<file path="src/rtl/syn_pkg.sv">
// rtl/syn_pkg.sv - shared types and constants for the synapse STDP initiator
package syn_pkg;

    localparam int LANE_W = 2;
    localparam int WGT_W  = 8;

    typedef enum logic [2:0] {
        IDLE,
        RD_REQ,
        RD_WAIT,
        CALC,
        WR
    } syn_state_t;

endpackage

</file>
<file path="src/rtl/syn_stdp_sat_alu.sv">
// rtl/syn_stdp_sat_alu.sv - saturating STDP potentiation/depression step
module syn_stdp_sat_alu
    import syn_pkg::*;
#(
    parameter logic [WGT_W-1:0] LTP_STEP = 8'd4,
    parameter logic [WGT_W-1:0] LTD_STEP = 8'd2,
    parameter logic [WGT_W-1:0] W_MAX    = 8'd255,
    parameter logic [WGT_W-1:0] W_MIN    = 8'd0
) (
    input  logic [WGT_W-1:0] w,
    input  logic             ltp,
    output logic [WGT_W-1:0] new_w,
    output logic             sat
);

    logic [WGT_W:0] sum;
    logic [WGT_W:0] floor_lim;

    // One extra bit keeps the overflow/underflow visible; a weight already
    // sitting on the bound it is pushed against counts as clamped.
    always_comb begin
        sum       = {1'b0, w} + {1'b0, LTP_STEP};
        floor_lim = {1'b0, W_MIN} + {1'b0, LTD_STEP};
        new_w     = w;
        sat       = 1'b0;
        if (ltp) begin
            if ((sum > {1'b0, W_MAX}) || (w >= W_MAX)) begin
                new_w = W_MAX;
                sat   = 1'b1;
            end else begin
                new_w = sum[WGT_W-1:0];
            end
        end else begin
            if (({1'b0, w} < floor_lim) || (w <= W_MIN)) begin
                new_w = W_MIN;
                sat   = 1'b1;
            end else begin
                new_w = w - LTD_STEP;
            end
        end
    end

endmodule

</file>
<file path="src/rtl/syn_stdp_initiator.sv">
// rtl/syn_stdp_initiator.sv - STDP read-modify-write master for one synapse weight memory (option: SYN_STDP_EVBUF_EN)
module syn_stdp_initiator
    import syn_pkg::*;
#(
    parameter int               ADDR_W   = 7,
    parameter int               RD_LAT   = 1,
    parameter logic [WGT_W-1:0] LTP_STEP = 8'd4,
    parameter logic [WGT_W-1:0] LTD_STEP = 8'd2,
    parameter logic [WGT_W-1:0] W_MAX    = 8'd255,
    parameter logic [WGT_W-1:0] W_MIN    = 8'd0
) (
    input  logic              clk,
    input  logic              rst,
    input  logic              ev_valid,
    output logic              ev_ready,
    input  logic [ADDR_W-1:0] ev_addr,
    input  logic              ev_ltp,
    output logic [ADDR_W-1:0] syn_addr,
    output logic [31:0]       syn_wdata,
    output logic              syn_w_en,
    output logic              syn_r_en,
    input  logic [WGT_W-1:0]  syn_rdata,
    output logic              done_pulse,
    output logic              sat_flag
);

    localparam logic [2:0] CNT_INIT = 3'(RD_LAT - 1);

    syn_state_t       state;
    logic [2:0]       lat_cnt;
    logic             op_ltp;
    logic [WGT_W-1:0] w_cap;
    logic [WGT_W-1:0] alu_w;
    logic             alu_sat;

    logic              accept;
    logic              launch;
    logic [ADDR_W-1:0] launch_addr;
    logic              launch_ltp;

    assign accept = ev_valid && ev_ready;

`ifdef SYN_STDP_EVBUF_EN
    logic              buf_valid;
    logic [ADDR_W-1:0] buf_addr;
    logic              buf_ltp;

    // A held event takes priority; an event accepted straight into IDLE skips the buffer.
    assign ev_ready    = !buf_valid;
    assign launch      = (state == IDLE) && (buf_valid || accept);
    assign launch_addr = buf_valid ? buf_addr : ev_addr;
    assign launch_ltp  = buf_valid ? buf_ltp  : ev_ltp;

    // Park one event while the FSM is busy; release it when IDLE launches it.
    always_ff @(posedge clk or negedge rst) begin
        if (!rst) begin
            buf_valid <= 1'b0;
            buf_addr  <= '0;
            buf_ltp   <= 1'b0;
        end else if (accept && (state != IDLE)) begin
            buf_valid <= 1'b1;
            buf_addr  <= ev_addr;
            buf_ltp   <= ev_ltp;
        end else if (launch && buf_valid) begin
            buf_valid <= 1'b0;
        end
    end
`else
    assign ev_ready    = (state == IDLE);
    assign launch      = accept;
    assign launch_addr = ev_addr;
    assign launch_ltp  = ev_ltp;
`endif

    syn_stdp_sat_alu #(
        .LTP_STEP (LTP_STEP),
        .LTD_STEP (LTD_STEP),
        .W_MAX    (W_MAX),
        .W_MIN    (W_MIN)
    ) u_alu (
        .w     (w_cap),
        .ltp   (op_ltp),
        .new_w (alu_w),
        .sat   (alu_sat)
    );

    // Read-modify-write sequencer; strobes are registered so each lasts exactly one state.
    always_ff @(posedge clk or negedge rst) begin
        if (!rst) begin
            state      <= IDLE;
            lat_cnt    <= '0;
            op_ltp     <= 1'b0;
            w_cap      <= '0;
            syn_addr   <= '0;
            syn_wdata  <= '0;
            syn_r_en   <= 1'b0;
            syn_w_en   <= 1'b0;
            done_pulse <= 1'b0;
            sat_flag   <= 1'b0;
        end else begin
            syn_r_en   <= 1'b0;
            syn_w_en   <= 1'b0;
            done_pulse <= 1'b0;
            sat_flag   <= 1'b0;
            case (state)
                IDLE: begin
                    if (launch) begin
                        state    <= RD_REQ;
                        syn_addr <= launch_addr;
                        op_ltp   <= launch_ltp;
                        syn_r_en <= 1'b1;
                    end
                end
                RD_REQ: begin
                    state   <= RD_WAIT;
                    lat_cnt <= CNT_INIT;
                end
                RD_WAIT: begin
                    if (lat_cnt == 3'd0) begin
                        w_cap <= syn_rdata;
                        state <= CALC;
                    end else begin
                        lat_cnt <= lat_cnt - 3'd1;
                    end
                end
                CALC: begin
                    syn_wdata  <= {24'b0, alu_w};
                    sat_flag   <= alu_sat;
                    syn_w_en   <= 1'b1;
                    done_pulse <= 1'b1;
                    state      <= WR;
                end
                WR: begin
                    state <= IDLE;
                end
                default: state <= IDLE;
            endcase
        end
    end

endmodule

</file>
<file path="config.mk">
export PLATFORM = sky130hd
export DESIGN_NAME = syn_stdp_initiator
export DESIGN_NICKNAME = d
export VERILOG_FILES = /design/src/rtl/syn_pkg.sv /design/src/rtl/syn_stdp_sat_alu.sv /design/src/rtl/syn_stdp_initiator.sv
export SDC_FILE = /design/constraint.sdc
export NUM_CORES = 1
export LEC_CHECK = 0
export ABC_AREA = 1
export ABC_CLOCK_PERIOD_IN_PS = 3200
export BUFFER_PORTS_ARGS = -buffer_cell sky130_fd_sc_hd__buf_2
export CAP_MARGIN = 20
export CORE_ASPECT_RATIO = 0.8
export CORE_MARGIN = 2
export CORE_UTILIZATION = 40
export CTS_BUF_LIST = sky130_fd_sc_hd__clkbuf_2 sky130_fd_sc_hd__clkbuf_4 sky130_fd_sc_hd__clkbuf_8
export CTS_CLUSTER_DIAMETER = 120
export DETAILED_ROUTE_END_ITERATION = 12
export SETUP_SLACK_MARGIN = 0.4
export SYNTH_ARGS = -nofsm -noshare
export SYNTH_HDL_FRONTEND = slang
export SYNTH_HIERARCHICAL = 1
export SYNTH_SLANG_ARGS = --single-unit
</file>
<file path="constraint.sdc">
create_clock -name clk -period 3.2 [get_ports clk]
set_input_delay 0.64 -clock clk [delete_from_list [all_inputs] [get_ports clk]]
set_output_delay 0.64 -clock clk [all_outputs]
set_load 0.03 [all_outputs]
</file>
# Yosys cells after proc, flatten, opt, wreduce, memory -nomap -nowiden
# Cells that the tools add are included.
[op_classes] eq_ne=6 n_shift=0 n_bitwise=0 n_mux=15 mul=0 n_addsub=3 n_reduce_logical=10 n_div=0 magnitude_cmp=4
[op_table] op="two-way mux 8 bit" count=3
[op_table] op="one-hot mux 3 bit (4 select lines)" count=1
[op_table] op="adder 8 x 3 -> 9 bit (second input constant)" count=1
[op_table] op="greater-than comparator 9 x 8 -> 1 bit (second input constant)" count=1
[op_table] op="two-way mux 3 bit" count=3
[op_table] op=">= comparator 8 bit (second input constant)" count=1
[op_table] op="<= comparator 8 x 1 -> 1 bit (second input constant)" count=1
[op_table] op="< comparator 8 x 2 -> 1 bit (second input constant)" count=1
[op_table] op="AND reduction 2 bit" count=4
[op_table] op="subtractor 8 x 2 -> 8 bit (second input constant)" count=1
[op_table] op="two-way mux 1 bit" count=7
[op_table] op="equality test 3 x 2 -> 1 bit (second input constant)" count=2
[op_table] op="zero test 3 bit" count=2
[op_table] op="one-hot mux 3 bit (2 select lines)" count=1
[op_table] op="!= test 2 bit (second input constant)" count=2
[op_table] op="equality test 3 x 1 -> 1 bit (second input constant)" count=1
[op_table] op="subtractor 3 x 1 -> 3 bit (second input constant)" count=1
[op_table] op="logical OR 1 bit" count=2
[op_table] op="!= test 2 x 1 -> 1 bit (second input constant)" count=1
[op_table] op="nonzero test 2 bit" count=1
[op_table] op="logical AND 1 bit" count=1
[word_totals] romBits=0 latchBits=0 mem_count=0 ram_bits=0 regBits=33

# Logic depth before layout (Yosys ltp)
# Gate-level depths: netlist of run 1.
[depth] word_depth=6 depth_mapped=12 depth_no_buf=12

# Cells and area by module
# Netlist of run 1, hierarchy kept.
[modules_own_cells] module="syn_stdp_initiator" area_per_inst_um2=1564.0 n_inst=1 seq_area_each_um2=825.8 cells_per_inst=170
[modules_own_cells] module="syn_stdp_sat_alu" area_per_inst_um2=501.7 n_inst=1 seq_area_each_um2=0.0 cells_per_inst=93

# Worst setup path before layout of run 1
# OpenSTA, ideal clock, no wires.
[synth_timing] kind="reg-to-reg" from="reg w_cap[3]" to="reg syn_wdata[1]" required_time_ps=3083 path_slack_ps=1675 synth_period_minus_slack_ps=1525 arrival_ps=1409 setup_ps=117 n_path_buf=0 stages_incl_launch_ff=13 cell_sequence="dfrtp_1 inv_1 ha_1 nand2_1 nand2_1 o21ai_1 nand2_2 nand2_2 nand2_1 o21ai_0 nand2_1 nand2_1 nand2_1"
[synth_via] elab_chain_cells=5 word_cells_on_any_way=10 cone_classes="1 x add/sub; 4 x order compare; 3 x mux; 2 x reduce/logical"
[synth_lines] item="from (decl)" line_no="syn_stdp_initiator.sv:32" source="logic [WGT_W-1:0] w_cap;"
[synth_lines] item="from (signal assigned)" line_no="syn_stdp_initiator.sv:120" source="w_cap <= syn_rdata;"
[synth_lines] item="adder 8 x 3 -> 9 bit" line_no="syn_stdp_sat_alu.sv:22" source="sum = {1'b0, w} + {1'b0, LTP_STEP};"
[synth_lines] item="greater-than comparator 9 x 8 -> 1 bit" line_no="syn_stdp_sat_alu.sv:27" source="if ((sum > {1'b0, W_MAX}) || (w >= W_MAX)) begin"
[synth_lines] item="logical OR 1 bit" line_no="syn_stdp_sat_alu.sv:27"
[synth_lines] item="two-way mux 8 bit" line_no="syn_stdp_sat_alu.sv:27"
[synth_lines] item="two-way mux 8 bit *" line_no="syn_stdp_sat_alu.sv:26" source="if (ltp) begin"
[synth_lines] item="named net alu_w[1]" line_no="syn_stdp_initiator.sv:33" source="logic [WGT_W-1:0] alu_w;"
[synth_lines] item="to (signal assigned)" line_no="syn_stdp_initiator.sv:127" source="syn_wdata <= {24'b0, alu_w};"
[synth_lines] item="to (decl)" line_no="syn_stdp_initiator.sv:19" source="output logic [31:0] syn_wdata,"
# The timed path passes the listed nets; every way through them passes the cells marked *.
# A chain may end at the register's enable or synchronous reset.

# Worst setup path in the final report of run 1
[layout_timing] from="reg state[0]" to="out ev_ready"
[layout_via] elab_chain_cells=1
[layout_lines] item="from (decl)" line_no="syn_stdp_initiator.sv:29" source="syn_state_t state;"
[layout_lines] item="from (signal assigned)" line_no="syn_stdp_initiator.sv:90" source="state <= IDLE;"
[layout_lines] item="from (signal assigned)" line_no="syn_stdp_initiator.sv:108" source="state <= RD_REQ;"
[layout_lines] item="from (signal assigned)" line_no="syn_stdp_initiator.sv:115" source="state <= RD_WAIT;"
[layout_lines] item="zero test 3 bit" line_no="syn_stdp_initiator.sv:69" source="assign ev_ready = (state == IDLE);"
[layout_lines] item="to (decl)" line_no="syn_stdp_initiator.sv:15" source="output logic ev_ready,"
# No other way between the ends.

==> results.toml, run 1 <==
[drt]
num_vias = 1582
drt_first_pass_iters = 4
drtIter0Drc = 113
routed_wl_um = 3730
wl_per_cell_um = 10.3
drt-vias-per-instance = 4.36
drc = 0
final_antenna_net_count = 0

[cells_and_area]
nFillCells = 531
multi_input_area_um2 = 956
register_area_um2 = 826
syn2layout_area_growth_pct = 10.4
diodes = 0
stdcell_count = 363
layout-drive-gt1-share_pct = 21.9
fin_nets = 328

[critical_path]
r2r_end = "syn_wdata[4]"
critPathLaunch = "state[0]"
worstPathRequired_ns = 2.56
regToRegSetupSlack_ns = 1.48
cp_slowest_cell = "dfrtp_1"
r2r_cells = 10
critPathMaxStageDelay_ns = 0.45
crit_type = "register to primary output"
cp-endpoint = "ev_ready"
regToRegStartpoint = "w_cap[2]"
path_cells = "nor2_8, nand2_1, inv_1, buf_2"
cp-end-kind = "primary output"
cp-start-kind = "register"
crit_fanout = 8
worstPathArrival_ns = 1.25

[place]
dp.cells = 356
hpwl_um = 2760
port_buffers = 38
dp_slack_ns = 1.50
gp_congestion = 0.791

[logic_synthesis]
synth_edf_count = 0
synthArstFlopShare_pct = 100
synth_top_family_by_area = "simple AND/OR/NAND/NOR gates"
syn_area_um2 = 2070
synthTopCellsByCount = "nand2_1, dfrtp_1, inv_1"
synth_cell_type_count = 27
ys_ff_latch = 33
synthMuxAreaShare_pct = 0
synth_compound_area_share_pct = 5.09
ys_warn_count = 6
yosys_most_used_dff = "dfrtp_1"
yosys.area.top_type = "dfrtp_1"
yosys.area_share.simple_pct = 29.9
yosysMostFrequentCell = "nand2_1"
syn_area_per_cell_um2 = 7.85
synth_cells = 263
netlist.area_leader.share_pct = 40.0
synth-seq-area-share_pct = 40.0
synth-adder-area-share_pct = 4.85
synth_area_leaders = "dfrtp_1, nand2_1, buf_4, inv_1, ha_1"
synthXorXnorAreaFrac_pct = 2.12

[pwr]
total_power_w = 0.00231
p_leak_nw = 1.35
vdd.ir_drop.worst_mv = 0.418
powerDensity_nw_per_um2 = 1020

[timing]
tns_ns = 0
setup_slack_ns = 1.31
hold-worst-slack_ns = 0.418
rsz0062_at_grt = "no"
setup_violations = 0
period_share_pct = 59.0
tightest_slew_ns = 0.739
fin_worst_skew_ns = 0.00500
timing.fmax_mhz = 529
drv_slew = 0
hold_viol_final = 0
max-slew-margin-rel_pct = 50.7
fin_crit_ns = 1.89

[clock_tree]
htree_levels = 2
cts_buffers = 5
clk_pin_slew_worst_paths_ns = 0.06
cts_setup_buffers = 0
ctsResizeCount = 0
cts_tree = "built"
cts.sinks = 33
clock-root-buffer = "clkbuf_8"
clock_latency_ns = 0.28
postCtsHoldBufs = 0
clockBufferDepth = 2

[floorplanning]
dieArea_um2 = 5760
core-area_um2 = 5010
die_w_um = 84.3
fp.dieH_um = 68.3
io-pin-count = 63
start_util_pct = 41.3
fp-row-count = 23

[run_status]
status = "complete, no violations"

[global_routing]
grt_usage_pct = 13.4
antenna_found_initial = 0
grt_pass1_vias = 1346
grt_pass1_wl_um = 6120
overflow = 0
grt_start_max_net_pins = 34

[flow_run]
cap_violations = 0

[worst_hold_path]
hp-class = "input port to asynchronous set/reset pin"
metal layers:
| metal | wire length, um | GRT usage, % |
|---|---|---|
| met5 | 0 | 0 |
| met4 | 51 | 5.36 |
| met3 | 250 | 4.34 |
| met2 | 1500 | 19.8 |
| met1 | 1930 | 18.4 |
worst max-delay path: cells and delay by family (launching register included):
kind	cells	cell delay (ns)
buffers and inverters	2	0.23
flip-flops	1	0.45
AND/OR/NAND/NOR	2	0.28
state kept, by name (all words and copies together) (netlist names):
name,count
syn_wdata,8
state,3
w_cap,8
syn_r_en,1
syn_addr,7
done_pulse,1
lat_cnt,3
sat_flag,1
op_ltp,1
logic make-up after synthesis:
family,count (synthesis)
buffers and inverters,66
adder cells (fa/ha/maj),8
AO/OA/AOI/OAI,14
AND/OR/NAND/NOR,136
other,1
XOR/XNOR,5
flip-flops,33
worst min path at each step:
stage                   endpoint  slack (ns)  cells after the start
global placement    syn_wdata[0]        0.46                      2
global route        syn_wdata[3]        0.47                      1
finish              syn_wdata[7]        0.42                      1
CTS                 syn_wdata[0]        0.45                      1
floorplan             done_pulse        0.34                      0
detailed placement  syn_wdata[1]        0.46                      2
power by group:
part / switching, W / internal, W / total [W]
registers: 0.000187 / 0.000589 / 0.000776
clock network: 0.000142 / 0.000179 / 0.000321
logic: 0.000821 / 0.000396 / 0.00122
total: 0.00115 / 0.00116 / 0.00231
layout by cell type, fill, tap and decap left out, types with 2 or more instances in the layout:
cell type / Yosys / final
buf_2: 1 / 38
clkbuf_8: 0 / 6
conb_1: 1 / 24
dfrtp_1: 33 / 33
ha_1: 8 / 8
inv_1: 32 / 32
inv_2: 3 / 3
nand2_1: 99 / 99
nand2_2: 4 / 4
nand3_1: 13 / 13
nand3_4: 2 / 2
nand3b_1: 2 / 2
nand4_1: 5 / 5
nor2_1: 6 / 6
o21ai_0: 3 / 3
o21ai_2: 8 / 8
xor2_1: 5 / 5
through the flow:
stage / instance area (um^2) / util [%]
detailed placement: 2190 / 43.7
global route: 2280 / 45.5
CTS: 2280 / 45.5
finish: 2280 / 45.5
global placement: 2190 / 43.7
floorplan: 2150 / -
area by class of cell:
| type | count | area share (%) |
|---|---|---|
| clock buffer | 7 | 3.95 |
| inverter | 36 | 6.15 |
| multi-input combinational | 187 | 41.9 |
| sequential | 33 | 36.2 |
| tap | 62 | 3.40 |
| timing repair buffer | 38 | 8.34 |
(Power assumes the default switching activity.)
==> run 2: changes to the inputs <==
Settings changed: ABC_AREA 1 to 0, ABC_CLOCK_PERIOD_IN_PS 3200 to 1800, PLACE_DENSITY set to 0.65.
Clock period 3.2 ns to 1.8 ns, I/O delays scaled along.
==> run 2 against run 1 <==
Effect of this change: cell area is 16% higher; clock power up 71%; first-iteration DRC count fell by 18%; sequential share of layout area fell by 4.8 points; highest routed layer unchanged.
==> results.toml, run 2 <==
[run_status]
status = "complete, no violations"

[cells_and_area]
diodes = 0
nFillCells = 452
syn2layout_area_growth_pct = 31.6
reg_top3 = "syn_wdata (8), w_cap (8), syn_addr (7)"
final_cell_mix = "buf_2, dfrtp_1, conb_1"
final_common_cell = "buf_2"
fin_nets = 270
stdcell_count = 306
layout-drive-gt1-share_pct = 55.3

[timing]
setup_violations = 0
hold-worst-slack_ns = 0.0161
setup_slack_ns = 0.0853
period_share_pct = 95.3
tns_ns = 0
timing.fmax_mhz = 583
drv_slew = 0
hold_viol_final = 0
fin_crit_ns = 1.71
fin_worst_skew_ns = 0.00900
rsz0062_at_grt = "yes"

[critical_path]
path_cells = "ha_4, and3_4, and3_4, a211oi_4, a21oi_1, mux2_4"
worstPathArrival_ns = 1.89
cp-end-kind = "register"
cp_slowest_cell = "dfrtp_2"
cp.buffers_inverters = 0
regToRegStartpoint = "w_cap[2]"
crit_fanout = 5
cp-start-kind = "register"
worstPathRequired_ns = 1.97
critPathLaunch = "w_cap[2]"
cpMostUsedCell = "and3_4"
path_delay_family = "flip-flops"
crit_type = "register to register"
critPathMaxStageDelay_ns = 0.46

[logic_synthesis]
ys_ff_latch = 33
synth-seq-area-share_pct = 41.0
synthMuxAreaShare_pct = 14.9
syn_area_um2 = 2010
synthTopCellsByCount = "dfrtp_1, buf_4, nand2_1"
synth_top_family_by_area = "multiplexers"
netlist.area_leader.share_pct = 41.0
yosysMostFrequentCell = "dfrtp_1"
yosys.area.top_type = "dfrtp_1"
synth_cell_type_count = 44
ys_warn_count = 6
yosys_most_used_dff = "dfrtp_1"
synth_compound_area_share_pct = 10.5
syn_area_per_cell_um2 = 10.9
yosys.area_share.simple_pct = 11.1
synthXorXnorAreaFrac_pct = 3.04
synth_cells = 185
synth-adder-area-share_pct = 4.97
synthArstFlopShare_pct = 100
synth_edf_count = 0
synth_area_leaders = "dfrtp_1, buf_4, mux2_4, ha_1, mux2_1"

[place]
dp.cells = 286
gp_congestion = 0.832
hpwl_um = 2960
port_buffers = 38
dp_slack_ns = 0.0247

[clock_tree]
cts_buffers = 5
htree_levels = 2
postCtsHoldBufs = 0
clockBufferDepth = 2
clk_pin_slew_worst_paths_ns = 0.07
clock-root-buffer = "clkbuf_8"
cts_tree = "built"
cts.sinks = 33
clock_latency_ns = 0.29

[pwr]
p_leak_nw = 1.25
powerDensity_nw_per_um2 = 1970
vdd.ir_drop.worst_mv = 0.834

[global_routing]
grt_usage_pct = 15.2
grt_pass1_vias = 1355
antenna_found_initial = 0
overflow = 0
grt_start_max_net_pins = 20
grt_pass1_wl_um = 6560

[floorplanning]
start_util_pct = 40.9
fp.dieH_um = 67.5
die_w_um = 83.3
dieArea_um2 = 5620
io-pin-count = 63
fp-row-count = 23
core-area_um2 = 4920

[drt]
drtIter0Drc = 93
routed_wl_um = 4140
drt_first_pass_iters = 4
num_vias = 1447
final_antenna_net_count = 0
drc = 0
wl_per_cell_um = 13.5
drt-vias-per-instance = 4.73

[worst_hold_path]
hp-class = "input port to asynchronous set/reset pin"

[flow_run]
cap_violations = 0
[run 2: cell count changes in the layout (fill, tap and decap cells not counted), moves of 6 or more]
cell	change
buf_4	+18
ha_1	-6
inv_1	-25
mux2_4	+19
nand2_1	-86
nand3_1	-8
o21ai_2	-6
[run 2: final cells by class]
class | count | area, um^2 | area share (%)
Clock buffer | 5 | 68.8 | 2.60
Clock inverter | 3 | 17.5 | 0.661
Multi-Input combinational cell | 132 | 1220 | 46.2
Sequential cell | 33 | 832 | 31.4
Inverter | 11 | 43.8 | 1.65
Tap cell | 62 | 77.6 | 2.93
Timing Repair Buffer | 60 | 385 | 14.5
[run 2: worst reg2reg max path: cells and delay by family (launching register included)]
family,cells,cell delay (ns)
DFF,1,0.46
AOI/OAI and AO/OA,2,0.35
and+or+nand+nor,2,0.33
muxes,1,0.26
adders and majority gates,1,0.20
[run 2: worst paths after layout]
kind / to / slack [ns] / cells after the start
min in group clk: syn_addr[2] / 0.30 / 2
max: syn_wdata[2] / 0.09 / 6
max reg2reg: syn_wdata[2] / 0.09 / 6
max in group asynchronous: w_cap[2] / 1.53 / 2
min reg2reg: syn_wdata[6] / 0.50 / 1
min: syn_addr[0] / 0.02 / 2
[run 2: stage by stage]
stage | utilization, % | cell area, um^2 | total power [W]
floorplan | - | 2260 | 0.00367
global placement | 48.0 | 2360 | 0.00420
detailed placement | 48.0 | 2360 | 0.00425
CTS | 52.4 | 2580 | 0.00509
global route | 53.9 | 2650 | 0.00558
finish | 53.9 | 2650 | 0.00522
[run 2: cell families (layout without fill, tap and decap cells)]
logic type,after synthesis,in the layout
xor gates and xnor gates,7,7
buffers and inverters,43,79
muxes,24,24
other,1,24
AOI/OAI and AO/OA,28,28
DFF,33,33
and+or+nand+nor,41,41
adders and majority gates,8,8
[run 2: what timing repair did]
action	CTS	global route
gates resized for setup	18	13
pin swaps	5	10
cloned	1	0
endpoints found under the setup margin	28	29
buffers inserted	7	4
[run 2: report_power, final]
group / internal (W) / leakage, nW / switching (W)
Combinational: 0.00155 / 0.808 / 0.00163
Sequential: 0.00109 / 0.396 / 0.000400
Clock: 0.000267 / 0.0439 / 0.000282
Total: 0.00290 / 1.25 / 0.00232
[run 2: metal layers]
metal  GRT usage, %  wire length [um]  vias to the layer above  part of all wire (%)
li1               -                 -                      701                     -
met1           20.9              2020                      691                    49
met2           22.9              1840                       50                    44
met3           4.16               231                        5                   5.6
met4           6.56                53                        0                   1.3
met5              0                 0                        -                     0
==> run 3: changes to the inputs <==
==> constraint.sdc (replaced) <==
create_clock -name clk -period 1.8 [get_ports clk]
set_input_delay 0.18 -clock clk [delete_from_list [all_inputs] [get_ports clk]]
set_output_delay 0.18 -clock clk [all_outputs]
set_load 0.03 [all_outputs]
==> run 3 against run 2 <==
Effect of this change: core utilization up 0.10 points; critical path depth unchanged; global-route usage down 0.78 points; critical endpoint is now syn_wdata[1]; largest power group unchanged.
==> results.toml, run 3 (synthesis results as in run 2) <==
[run_status]
status = "complete, no violations"

[place]
post_dp_cell_area_um2 = 2340
gp_congestion = 0.826
hpwl_um = 2800
dp_slack_ns = 0.00769
port_buffers = 38

[timing]
fin_crit_ns = 1.72
period_share_pct = 95.3
setup_violations = 0
tightest_slew_ns = 0.725
hold-worst-slack_ns = 0.129
max-slew-margin-rel_pct = 51.6
rsz0062_at_grt = "yes"
tns_ns = 0
fin_worst_skew_ns = 0.00443
drv_slew = 0
hold_viol_final = 0
timing.fmax_mhz = 583
setup_slack_ns = 0.0840

[clock_tree]
clock_latency_ns = 0.28
clock-root-buffer = "clkbuf_8"
clk_pin_slew_worst_paths_ns = 0.07
htree_levels = 2
cts.sinks = 33
clockBufferDepth = 2
cts_tree = "built"
cts_buffers = 5

[drt]
drtIter0Drc = 64
drt_first_pass_iters = 4
final_antenna_net_count = 0
num_vias = 1424
drc = 0
wl_per_cell_um = 13.0
drt-vias-per-instance = 4.68
routed_wl_um = 3960

[critical_path]
critPathMaxStageDelay_ns = 0.46
worstPathRequired_ns = 1.96
path_delay_family = "flip-flops"
cp_slowest_cell = "dfrtp_2"
regToRegStartpoint = "w_cap[2]"
cp.buffers_inverters = 0
critPathLaunch = "w_cap[2]"
cp-start-kind = "register"
r2r_end = "syn_wdata[1]"
cp-end-kind = "register"
path_depth = 6
cpMostUsedCell = "and3_4"
regToRegSetupSlack_ns = 0.08
path_cells = "ha_4, and3_4, and3_4, a211oi_4, a21oi_1, mux2_2"
crit_type = "register to register"
cp-endpoint = "syn_wdata[1]"
worstPathArrival_ns = 1.88
crit_fanout = 4
r2r_cells = 6

[cells_and_area]
final_common_cell = "buf_2"
final_cell_mix = "buf_2, dfrtp_1, conb_1"
syn2layout_area_growth_pct = 31.8
diodes = 0
fin_util_pct = 54.0
fin_nets = 268
reg_top3 = "syn_wdata (8), w_cap (8), syn_addr (7)"
nFillCells = 428
final_area_um2 = 2660
layout-drive-gt1-share_pct = 53.7

[pwr]
powerDensity_nw_per_um2 = 1930
p_seq_share_pct = 29.2
p_sw_w = 0.00227
p_sw_share_pct = 44.1
vdd.ir_drop.worst_mv = 0.839
power_frac_clock_pct = 10.3
intPower_w = 0.00287
p_leak_nw = 1.25
p_comb_share_pct = 60.4

[global_routing]
use_met1_pct = 21.2
grt_pass1_wl_um = 6270
grt_usage_pct = 14.5
met3_usage_pct = 4.03
top_usage_layer = "met1"
grt_use_met2_pct = 20.8
antenna_found_initial = 0
grt_pass1_vias = 1264
overflow = 0
grt_start_max_net_pins = 34

[floorplanning]
die_w_um = 83.3
fp.dieH_um = 67.5
start_util_pct = 40.9
io-pin-count = 63
dieArea_um2 = 5620
core-area_um2 = 4920
fp-row-count = 23

[flow_run]
cap_violations = 0

[worst_hold_path]
hp-class = "input port to register"
[run 3: cell type report]
| type | instances | area, um^2 | area share, % |
|---|---|---|---|
| Inverter | 11 | 43.8 | 1.65 |
| Clock inverter | 3 | 17.5 | 0.660 |
| Sequential cell | 33 | 832 | 31.3 |
| Multi-Input combinational cell | 132 | 1230 | 46.3 |
| Clock buffer | 5 | 68.8 | 2.59 |
| Timing Repair Buffer | 58 | 385 | 14.5 |
| Tap cell | 62 | 77.6 | 2.92 |
[run 3: layer usage]
| layer | part of all wire (%) | vias up |
|---|---|---|
| met5 | 0 | - |
| met4 | 0.76 | 0 |
| met3 | 6.4 | 2 |
| met2 | 44 | 51 |
| met1 | 49 | 675 |
| li1 | - | 696 |
[run 3: worst min path at each step]
stage | depth (start not counted) | startpoint | endpoint | slack, ns
floorplan | 0 | rst | done_pulse | -0.12
global placement | 1 | rst | w_cap[7] | 0.29
detailed placement | 1 | rst | w_cap[1] | 0.29
CTS | 2 | ev_addr[3] | syn_addr[3] | 0.12
global route | 2 | ev_addr[0] | syn_addr[0] | 0.12
finish | 2 | syn_rdata[4] | w_cap[4] | 0.13
[run 3: power by group through the flow]
stage	Combinational [W]	Sequential, W	Clock, W
after global placement	0.00268	0.00149	0
after detailed placement	0.00272	0.00149	0
final	0.00310	0.00150	0.000530
after global routing	0.00331	0.00157	0.000604
after CTS	0.00308	0.00149	0.000559
after floorplan	0.00191	0.00174	0
[run 3: stage by stage]
step           cells  power [W]
2_1_floorplan    208    0.00365
3_3_place_gp     283    0.00417
3_5_place_dp     283    0.00421
4_1_cts          303    0.00513
5_1_grt          304    0.00548
6_report         304    0.00514
[run 3: repair_timing]
item,4_1_cts,5_1_grt
endpoints found under the hold margin,32,0
setup endpoints to repair,29,29
hold buffers,1,0
cloned,1,0
setup buffers,10,1
resized for setup,26,6
pin swaps,8,2
